$ cat src/rtl/infer_sdiv_35s_21s_14_seq.sv
// Sequential signed divider: 35-bit dividend / 21-bit divisor -> saturated 14-bit quotient plus remainder.
// Radix-2 restoring core producing one quotient bit per enabled cycle, with a start/ready/done handshake.
module infer_sdiv_35s_21s_14_seq #(
    parameter int din0_WIDTH = 35,
    parameter int din1_WIDTH = 21,
    parameter int dout_WIDTH = 14
) (
    input  logic                  clk,
    input  logic                  reset,
    input  logic                  ce,
    input  logic                  start,
    input  logic [din0_WIDTH-1:0] din0,
    input  logic [din1_WIDTH-1:0] din1,
    output logic                  ready,
    output logic                  done,
    output logic [dout_WIDTH-1:0] dout,
    output logic [din1_WIDTH-1:0] rem,
    output logic                  div0,
    output logic                  ovf
);

    localparam int CW = $clog2(din0_WIDTH);
    localparam logic signed [din0_WIDTH:0] QMAX =
        (din0_WIDTH+1)'((longint'(1) << (dout_WIDTH-1)) - 1);
    localparam logic signed [din0_WIDTH:0] QMIN = ~QMAX;

    typedef enum logic [1:0] {IDLE, CALC, FIXUP, DONE} state_t;

    state_t                  state, next_state;
    logic [din0_WIDTH-1:0]   dvd;
    logic [din1_WIDTH-1:0]   dvs;
    logic [din1_WIDTH-1:0]   pr;
    logic [din0_WIDTH-1:0]   quo;
    logic [CW-1:0]           cnt;
    logic                    sign_q;
    logic                    sign_r;
    logic                    zero_flag;

    logic [din0_WIDTH-1:0]   din0_abs;
    logic [din1_WIDTH-1:0]   din1_abs;
    logic [din1_WIDTH:0]     pr_shift;
    logic [din1_WIDTH-1:0]   pr_sub;
    logic                    q_bit;
    logic signed [din0_WIDTH:0] q_signed;
    logic [dout_WIDTH-1:0]   q_sat;
    logic                    sat_flag;
    logic [din1_WIDTH-1:0]   rem_fix;

    always_ff @(posedge clk or posedge reset) begin
        if (reset)
            state <= IDLE;
        else if (ce)
            state <= next_state;
    end

    always_comb begin
        next_state = state;
        case (state)
            IDLE:    if (start) next_state = CALC;
            CALC:    if (cnt == '0) next_state = FIXUP;
            FIXUP:   next_state = DONE;
            DONE:    next_state = IDLE;
            default: next_state = IDLE;
        endcase
    end

    assign ready = (state == IDLE);
    assign done  = (state == DONE);

    // Magnitudes are held unsigned, so the most negative operands still fit without overflow.
    always_comb begin
        din0_abs = din0[din0_WIDTH-1] ? -din0 : din0;
        din1_abs = din1[din1_WIDTH-1] ? -din1 : din1;
        pr_shift = {pr, dvd[din0_WIDTH-1]};
        pr_sub   = pr_shift[din1_WIDTH-1:0] - dvs;
        q_bit    = (pr_shift >= {1'b0, dvs});
    end

    always_comb begin
        q_signed = sign_q ? -$signed({1'b0, quo}) : $signed({1'b0, quo});
        q_sat    = q_signed[dout_WIDTH-1:0];
        sat_flag = 1'b0;
        if (q_signed > QMAX) begin
            q_sat    = {1'b0, {(dout_WIDTH-1){1'b1}}};
            sat_flag = 1'b1;
        end else if (q_signed < QMIN) begin
            q_sat    = {1'b1, {(dout_WIDTH-1){1'b0}}};
            sat_flag = 1'b1;
        end
        rem_fix = sign_r ? -pr : pr;
    end

    always_ff @(posedge clk or posedge reset) begin
        if (reset) begin
            dvd       <= '0;
            dvs       <= '0;
            pr        <= '0;
            quo       <= '0;
            cnt       <= '0;
            sign_q    <= 1'b0;
            sign_r    <= 1'b0;
            zero_flag <= 1'b0;
            dout      <= '0;
            rem       <= '0;
            div0      <= 1'b0;
            ovf       <= 1'b0;
        end else if (ce) begin
            case (state)
                IDLE: begin
                    if (start) begin
                        dvd       <= din0_abs;
                        dvs       <= din1_abs;
                        sign_q    <= din0[din0_WIDTH-1] ^ din1[din1_WIDTH-1];
                        sign_r    <= din0[din0_WIDTH-1];
                        zero_flag <= (din1 == '0);
                        cnt       <= CW'(din0_WIDTH-1);
                        pr        <= '0;
                        quo       <= '0;
                    end
                end
                CALC: begin
                    dvd <= {dvd[din0_WIDTH-2:0], 1'b0};
                    pr  <= q_bit ? pr_sub : pr_shift[din1_WIDTH-1:0];
                    quo <= {quo[din0_WIDTH-2:0], q_bit};
                    if (cnt != '0)
                        cnt <= cnt - 1'b1;
                end
                FIXUP: begin
                    // A zero divisor still runs the core; its result is simply overridden here.
                    if (zero_flag) begin
                        dout <= '0;
                        rem  <= '0;
                        div0 <= 1'b1;
                        ovf  <= 1'b0;
                    end else begin
                        dout <= q_sat;
                        rem  <= rem_fix;
                        div0 <= 1'b0;
                        ovf  <= sat_flag;
                    end
                end
                default: ;
            endcase
        end
    end

endmodule

$ cat config.mk
export PLATFORM = sky130hd
export DESIGN_NAME = infer_sdiv_35s_21s_14_seq
export DESIGN_NICKNAME = d
export VERILOG_FILES = /design/src/rtl/infer_sdiv_35s_21s_14_seq.sv
export SDC_FILE = /design/constraint.sdc
export NUM_CORES = 1
export LEC_CHECK = 0
export ABC_AREA = 1
export BUFFER_PORTS_ARGS = -buffer_cell sky130_fd_sc_hd__buf_2
export CAP_MARGIN = 20
export CELL_PAD_IN_SITES_DETAIL_PLACEMENT = 0
export CELL_PAD_IN_SITES_GLOBAL_PLACEMENT = 1
export CORE_ASPECT_RATIO = 0.7
export CORE_MARGIN = 1
export CORE_UTILIZATION = 44
export DETAILED_ROUTE_END_ITERATION = 16
export PLACE_DENSITY = 0.87
export SLEW_MARGIN = 20
export SYNTH_ARGS = -nofsm -noshare
export SYNTH_HDL_FRONTEND = slang
export SYNTH_SLANG_ARGS = --single-unit
export TNS_END_PERCENT = 1
$ cat constraint.sdc
create_clock -name clk -period 5 [get_ports clk]
set_input_delay 0.25 -clock clk [delete_from_list [all_inputs] [get_ports clk]]
set_output_delay 0.25 -clock clk [all_outputs]
set_load 0.05 [all_outputs]
==> results of run 1 <==
-- synth_stat cells, types with 24 or more instances --
cell / n
xor2_1: 31
o22ai_1: 43
o211ai_1: 25
o21ai_0: 149
clkbuf_1: 39
nor2_1: 147
ha_1: 31
nand3_1: 89
a21oi_1: 91
nand3_2: 24
dfrtp_1: 160
inv_1: 163
nand2_1: 324
-- cell families after synthesis --
group	count (synthesis)	synth area share [%]
fa+ha+maj	32	3.77
compound gates	346	17.9
xor+xnor	46	3.72
flops	160	37.0
simple gates	692	29.4
buf+inv	226	8.27
-- area by class of cell --
cell class / instances / area, um2 / area share, %
clock inverters: 14 / 141 / 1.16
diodes: 1 / 2.50 / 0.0206
flip-flops and latches: 160 / 4000 / 33.0
repair buffers: 110 / 583 / 4.80
clock buffers: 18 / 439 / 3.62
inverters: 169 / 639 / 5.26
well taps: 318 / 398 / 3.28
multi-input cells: 1116 / 5940 / 48.9
-- power by group --
part / internal (mW) / leakage (nW) / switching [mW] / total [mW]
sequential: 1.84 / 2.04 / 0.394 / 2.24
clock: 0.717 / 0.289 / 0.605 / 1.32
combinational: 1.88 / 3.70 / 4.16 / 6.04
total: 4.44 / 6.04 / 5.16 / 9.60
-- worst max-delay path by stage --
stage | depth (start not counted) | start | end
floorplan | 1 | reset | cnt[0]
global placement | 14 | dvd[34] | pr[12]
detailed placement | 14 | dvd[34] | pr[1]
CTS | 14 | dvd[34] | pr[14]
global route | 14 | state[1] | cnt[5]
finish | 14 | state[1] | cnt[5]
-- tightest hold or removal path, stage by stage --
cell and delay (ns):
buf_2 0.11, nand2_1 0.06, o211ai_1 0.07
-- sequential cells by signal, summed over array words and instances (netlist names) --
| name | flops |
|---|---|
| pr | 21 |
| sign_q | 1 |
| div0 | 1 |
| quo | 35 |
| cnt | 6 |
| ovf | 1 |
| dout | 14 |
| state | 2 |
| sign_r | 1 |
| dvd | 35 |
| rem | 21 |
| zero_flag | 1 |
| dvs | 21 |
-- stage by stage --
step | hold slack (ns) | cells | setup slack [ns] | cell area (um2)
final | 0.0874 | 1906 | 1.61 | 12100
after global routing | 0.117 | 1906 | 1.19 | 12100
after CTS | 0.0739 | 1905 | 1.34 | 12100
after detailed placement | 0.428 | 1872 | 1.37 | 11500
after global placement | 0.425 | 1872 | 1.47 | 11500
after floorplan | 0.388 | 1502 | 0.430 | 10800
-- per-layer routing --
metal / vias to the layer above / part of all wire [%]
met5: - / 0
met4: 0 / 1.9
met3: 38 / 4.2
met2: 223 / 44
met1: 4794 / 50
li1: 5158 / -
==> metrics.cfg, run 1 <==
[timing]
setup_violations = 0
max_slew_margin_pct = 37.0
fmax_mhz = 295
finClkSkew_ns = 0.0154
drv_slew = 0
post-route-min-period_ns = 3.39
worst_pin_slew_ns = 0.943
rsz0062_at_grt = no
hold_viol = 0
tns_ns = 0
fin_crit_sh_pct = 67.8

[worst_setup_path]
slowest_stage = inv_2
reg2reg_depth = 14
cp.required_ns = 5.32
crit_type = reg2reg
critical_path.most_common_cell = inv_1
rr_startpoint = state[1]
worst-path-buf-inv = 6
cp_cell_sequence = inv_1, ha_1, buf_4, inv_1, nor2_2, nor2_2, inv_2, o21ai_0, inv_2, nand3_1, inv_1, nand2_1, o21ai_1, nand3_1
r2r_slack_ns = 1.61
cp_top_family = buffers and inverters
r2r_end = cnt[5]
start_kind = flop
cp_slowest_stage_delay_ns = 0.70
cp_max_fo = 56
cp.arrival_ns = 3.71
end_kind = flop

[route]
viasPerCell = 5.36
wl_um = 29400
vias = 10200
ant_nets = 0
drc = 0
drt-initial-drc-count = 642
routedWlPerCell_um = 15.4
detailedRoute.firstPassIterationCount = 5

[die]
dieArea_um2 = 25200
rows = 47
die_h_um = 133
core_um2 = 23900
num_io_pins = 99
die_w_um = 189
initial_utilization_pct = 45.3

[worst_hold_path]
hold_path_end = dvs[1]
holdPathStages = 3
hp-class = in2reg
hold_start = din1[1]

[clock_tree]
cts_hold_buf = 1
clock_path_buffers = 2
cts-htree-levels = 4
cts_root_buffer = clkbuf_16
clock_latency_ns = 0.44
ctsResizeCount = 0
clkSlewWorstSetupHoldPaths_ns = 0.07
cts_buffers = 17
cts_setup_buffers = 0
numClockSinks = 160
cts_tree = done

[placed_design]
gp_congestion = 0.955
dpl.hpwl_um = 21500
place.port_buffers = 98

[synthesis]
postSynthAreaPerCell_um2 = 7.21
async_reset_ff_share_pct = 100
synth.area.top_cells = dfrtp_1 37%, nand2_1 11%, o21ai_0 6.9%, inv_1 5.7%, nor2_1 5.1%
synth_top_area_share_pct = 37.0
syn_inst = 1502
yosysWarnings = 0
synth_nets = 1594
synth-seq-cells = 160
yosys.cell_types.count = 46
synth_top_area_cell = dfrtp_1
synth_area_um2 = 10800
ys_seq_area_share_pct = 37.0
synth_ff_type = dfrtp_1
synth-edff-count = 0

[global_route]
grt_use_met3_pct = 3.87
grt_pass1_vias = 10000
grt_use_met1_pct = 35.8
grt_use_total_pct = 24.6
grt-ovfl-total = 0
busiest_layer = met2
grt.met2_usage_pct = 37.8
grt_start_max_net_pins = 78
grt_pass1_wl_um = 50400
antenna_found_initial = 1

[power_and_ir_drop]
ir_worst_vdd_mv = 0.576
p_per_area_nw_per_um2 = 790
p_leak_nw = 6.04
p_total_mw = 9.60

[final_layout]
layout-drive-gt1-share_pct = 14.7
utilization_pct = 50.9
final_net_count = 1666
area_growth_pct = 12.2
layout_common_cells = 324 x nand2_1, 162 x inv_1, 160 x dfrtp_1
layout_commonest_cell = nand2_1
nFillCells = 2387

[run]
maxCapViolations = 0

[run_status]
status = finished clean

Power figures use the tool's default switching activity.
==> inputs of run 2 (changes only) <==
--- a/config.mk
+++ b/config.mk
@@ -5,16 +5,16 @@
 export SDC_FILE = /design/constraint.sdc
 export NUM_CORES = 1
 export LEC_CHECK = 0
-export ABC_AREA = 1
+export ABC_AREA = 0
 export BUFFER_PORTS_ARGS = -buffer_cell sky130_fd_sc_hd__buf_2
 export CAP_MARGIN = 20
 export CELL_PAD_IN_SITES_DETAIL_PLACEMENT = 0
 export CELL_PAD_IN_SITES_GLOBAL_PLACEMENT = 1
 export CORE_ASPECT_RATIO = 0.7
 export CORE_MARGIN = 1
-export CORE_UTILIZATION = 44
+export CORE_UTILIZATION = 41
 export DETAILED_ROUTE_END_ITERATION = 16
-export PLACE_DENSITY = 0.87
+export PLACE_DENSITY = 0.83
 export SLEW_MARGIN = 20
 export SYNTH_ARGS = -nofsm -noshare
 export SYNTH_HDL_FRONTEND = slang
==> constraint.sdc (replaced) <==
create_clock -name clk -period 3 [get_ports clk]
set_input_delay 0.15 -clock clk [delete_from_list [all_inputs] [get_ports clk]]
set_output_delay 0.15 -clock clk [all_outputs]
set_load 0.05 [all_outputs]
==> run 2 against run 1 <==
The flow now finishes with violations (negative hold slack, negative setup slack). Sequential power grew 68%. Core utilization grew 1.7 points. Register-to-register slack lost 1.9 ns. Clock power grew 100%. Sequential share of layout area shrank 2.1 points. Cell area grew 7.1%. Highest routed layer unchanged.
==> metrics.cfg, run 2 <==
[run_status]
status = finished, violations left
violations = negative hold slack, negative setup slack

[route]
drc = 0
wl_um = 29900
routedWlPerCell_um = 17.0
ant_nets = 0
vias = 9709
detailedRoute.firstPassIterationCount = 6
drt-initial-drc-count = 920
viasPerCell = 5.51

[power_and_ir_drop]
p_leak_nw = 6.02
p_per_area_nw_per_um2 = 1430
pwr-share-comb_pct = 65.3
p_clk_share_pct = 14.4
seq_power_share_pct = 20.3
p_sw_mw = 8.56
p_total_mw = 18.5
swShare_pct = 46.1
intPower_mw = 9.99
ir_worst_vdd_mv = 0.921

[die]
die_h_um = 135
core_um2 = 24700
dieArea_um2 = 26000
initial_utilization_pct = 42.0
die_w_um = 192
num_io_pins = 99
rows = 48

[worst_setup_path]
start_kind = flop
crit_type = reg2reg
r2r_slack_ns = -0.26
r2r_end = dout[6]
cp.arrival_ns = 3.58
end_kind = flop
cp_slowest_stage_delay_ns = 0.59
cp_max_fo = 6
rr_startpoint = quo[5]
cp-startpoint = quo[5]
cp_cell_sequence = or4_4, or4_4, o41ai_4, nor2_1, a211o_1, a2111oi_4, a31oi_2, nor2b_4, a221o_1
cp_top_family = simple AND/OR/NAND/NOR gates
slowest_stage = or4_4
worst-path-buf-inv = 0
reg2reg_depth = 9
cp.required_ns = 3.31
critical_path.most_common_cell = or4_4

[placed_design]
place.port_buffers = 98
pre_cts_slack_ns = -0.516
gp_congestion = 0.944
place_area_um2 = 12000
dp_cells = 1725
dpl.hpwl_um = 21600

[final_layout]
stdcell_count = 1763
layout-drive-gt1-share_pct = 22.7
final_area_um2 = 13000
reg.largest.list = dvd: 35 flops, quo: 35 flops
final_net_count = 1517
layout_commonest_cell = nand2_1
area_growth_pct = 25.1
layout_common_cells = 191 x nand2_1, 157 x dfrtp_1, 138 x o21ai_0
antennaDiodeCount = 0
utilization_pct = 52.5

[run]
maxCapViolations = 0

[timing]
fin_crit_sh_pct = 109
setup_violations = 14
post-route-min-period_ns = 3.26
worst_pin_slew_ns = 0.894
hold_viol = 37
holdWs_ns = -0.0438
rsz0062_at_grt = yes
max_slew_margin_pct = 40.4
finClkSkew_ns = 0.0113
fmax_mhz = 307
fin_ws_ns = -0.260
tns_ns = -3.30
drv_slew = 0

[synthesis]
synth_top_area_share_pct = 38.5
synth_area_um2 = 10400
synth_most_common_cell = nand2_1
synth_top_family_by_area = simple AND/OR/NAND/NOR gates
synth_top_area_cell = dfrtp_1
synthMuxAreaShare_pct = 1.87
yosys.cell_types.count = 73
ys_seq_area_share_pct = 38.5
async_reset_ff_share_pct = 100
syn_inst = 1252
synth-seq-cells = 160
yosysWarnings = 0
synth_compound_area_share_pct = 20.6
synth_ff_type = dfrtp_1
synthXorXnorAreaFrac_pct = 8.77
synth-edff-count = 0
synth_nets = 1344
synth.area.top_cells = dfrtp_1 39%, nand2_1 6.9%, o21ai_0 6.8%, xor2_1 5.2%, ha_1 3.7%
synthAdderAreaFrac_pct = 3.93
postSynthAreaPerCell_um2 = 8.30
synthTopCellsByCount = 192 x nand2_1, 160 x dfrtp_1, 141 x o21ai_0, 84 x nor2_1, 66 x clkbuf_1
yosys.area_share.simple_pct = 21.3

[global_route]
grt_pass1_wl_um = 48200
grt_use_total_pct = 23.8
grt_use_met3_pct = 5.46
grt_pass1_vias = 8866
antenna_found_initial = 0
grt_start_max_net_pins = 161
busiest_layer = met1
grt.met2_usage_pct = 29.3
grt_use_met1_pct = 40.6
grt-ovfl-total = 0

[clock_tree]
cts_tree = done
cts-htree-levels = 4
clock_path_buffers = 2
cts_root_buffer = clkbuf_16
cts_buffers = 17
clock_latency_ns = 0.44
clkSlewWorstSetupHoldPaths_ns = 0.07
numClockSinks = 160

[worst_hold_path]
hp-class = in2async

==> run 2: power by group through the flow <==
stage / clock network, mW / logic, mW / registers, mW
floorplan: 0 / 6.47 / 4.41
global route: 2.80 / 13.2 / 3.90
global placement: 0 / 11.0 / 3.75
CTS: 2.71 / 11.4 / 3.75
finish: 2.67 / 12.1 / 3.77
detailed placement: 0 / 11.1 / 3.78
==> run 2: logic make-up after synthesis <==
group | Yosys count
AO/OA/AOI/OAI | 339
XOR/XNOR | 104
adder cells (fa/ha/maj) | 32
buffers and inverters | 135
flip-flops | 160
multiplexers | 19
AND/OR/NAND/NOR | 463
==> run 2: metal layers <==
| layer | vias to the layer above | wire [um] |
|---|---|---|
| met5 | - | 0 |
| met1 | 4587 | 16600 |
| met4 | 0 | 156 |
| met3 | 15 | 2160 |
| li1 | 4812 | - |
| met2 | 295 | 11000 |
==> run 2: worst register-to-register path, stage by stage, from the launching register on <==
cell and delay, ns:
dfrtp_1 0.38, or4_4 0.54, or4_4 0.59, o41ai_4 0.24, nor2_1 0.06, a211o_1 0.26, a2111oi_4 0.39, a31oi_2 0.19
nor2b_4 0.19, a221o_1 0.29
==> run 2: final cells by class <==
class | count | area (um2)
repair buffers | 235 | 1570
fillers | 2374 | 11700
well taps | 325 | 407
multi-input cells | 958 | 6100
clock inverters | 15 | 288
clock buffers | 17 | 425
inverters | 53 | 203
flip-flops and latches | 160 | 4010
==> run 2: how the worst max path moves through the flow <==
stage / endpoint / slack (ns) / cells after the start
3_3_place_gp: dout[10] / -0.47 / 9
5_1_grt: dout[4] / -0.36 / 15
4_1_cts: dout[6] / -0.28 / 9
3_5_place_dp: dout[6] / -0.52 / 9
2_1_floorplan: dout[4] / -0.39 / 11
6_report: dout[6] / -0.26 / 9
==> run 2: timing repair <==
item                                    in CTS  in global routing
endpoints found under the setup margin      24                 36
pin swaps                                    9                 20
hold buffers                                 0                  0
resized for setup                           19                 36
setup buffers                                0                  4
gates cloned                                 2                  0
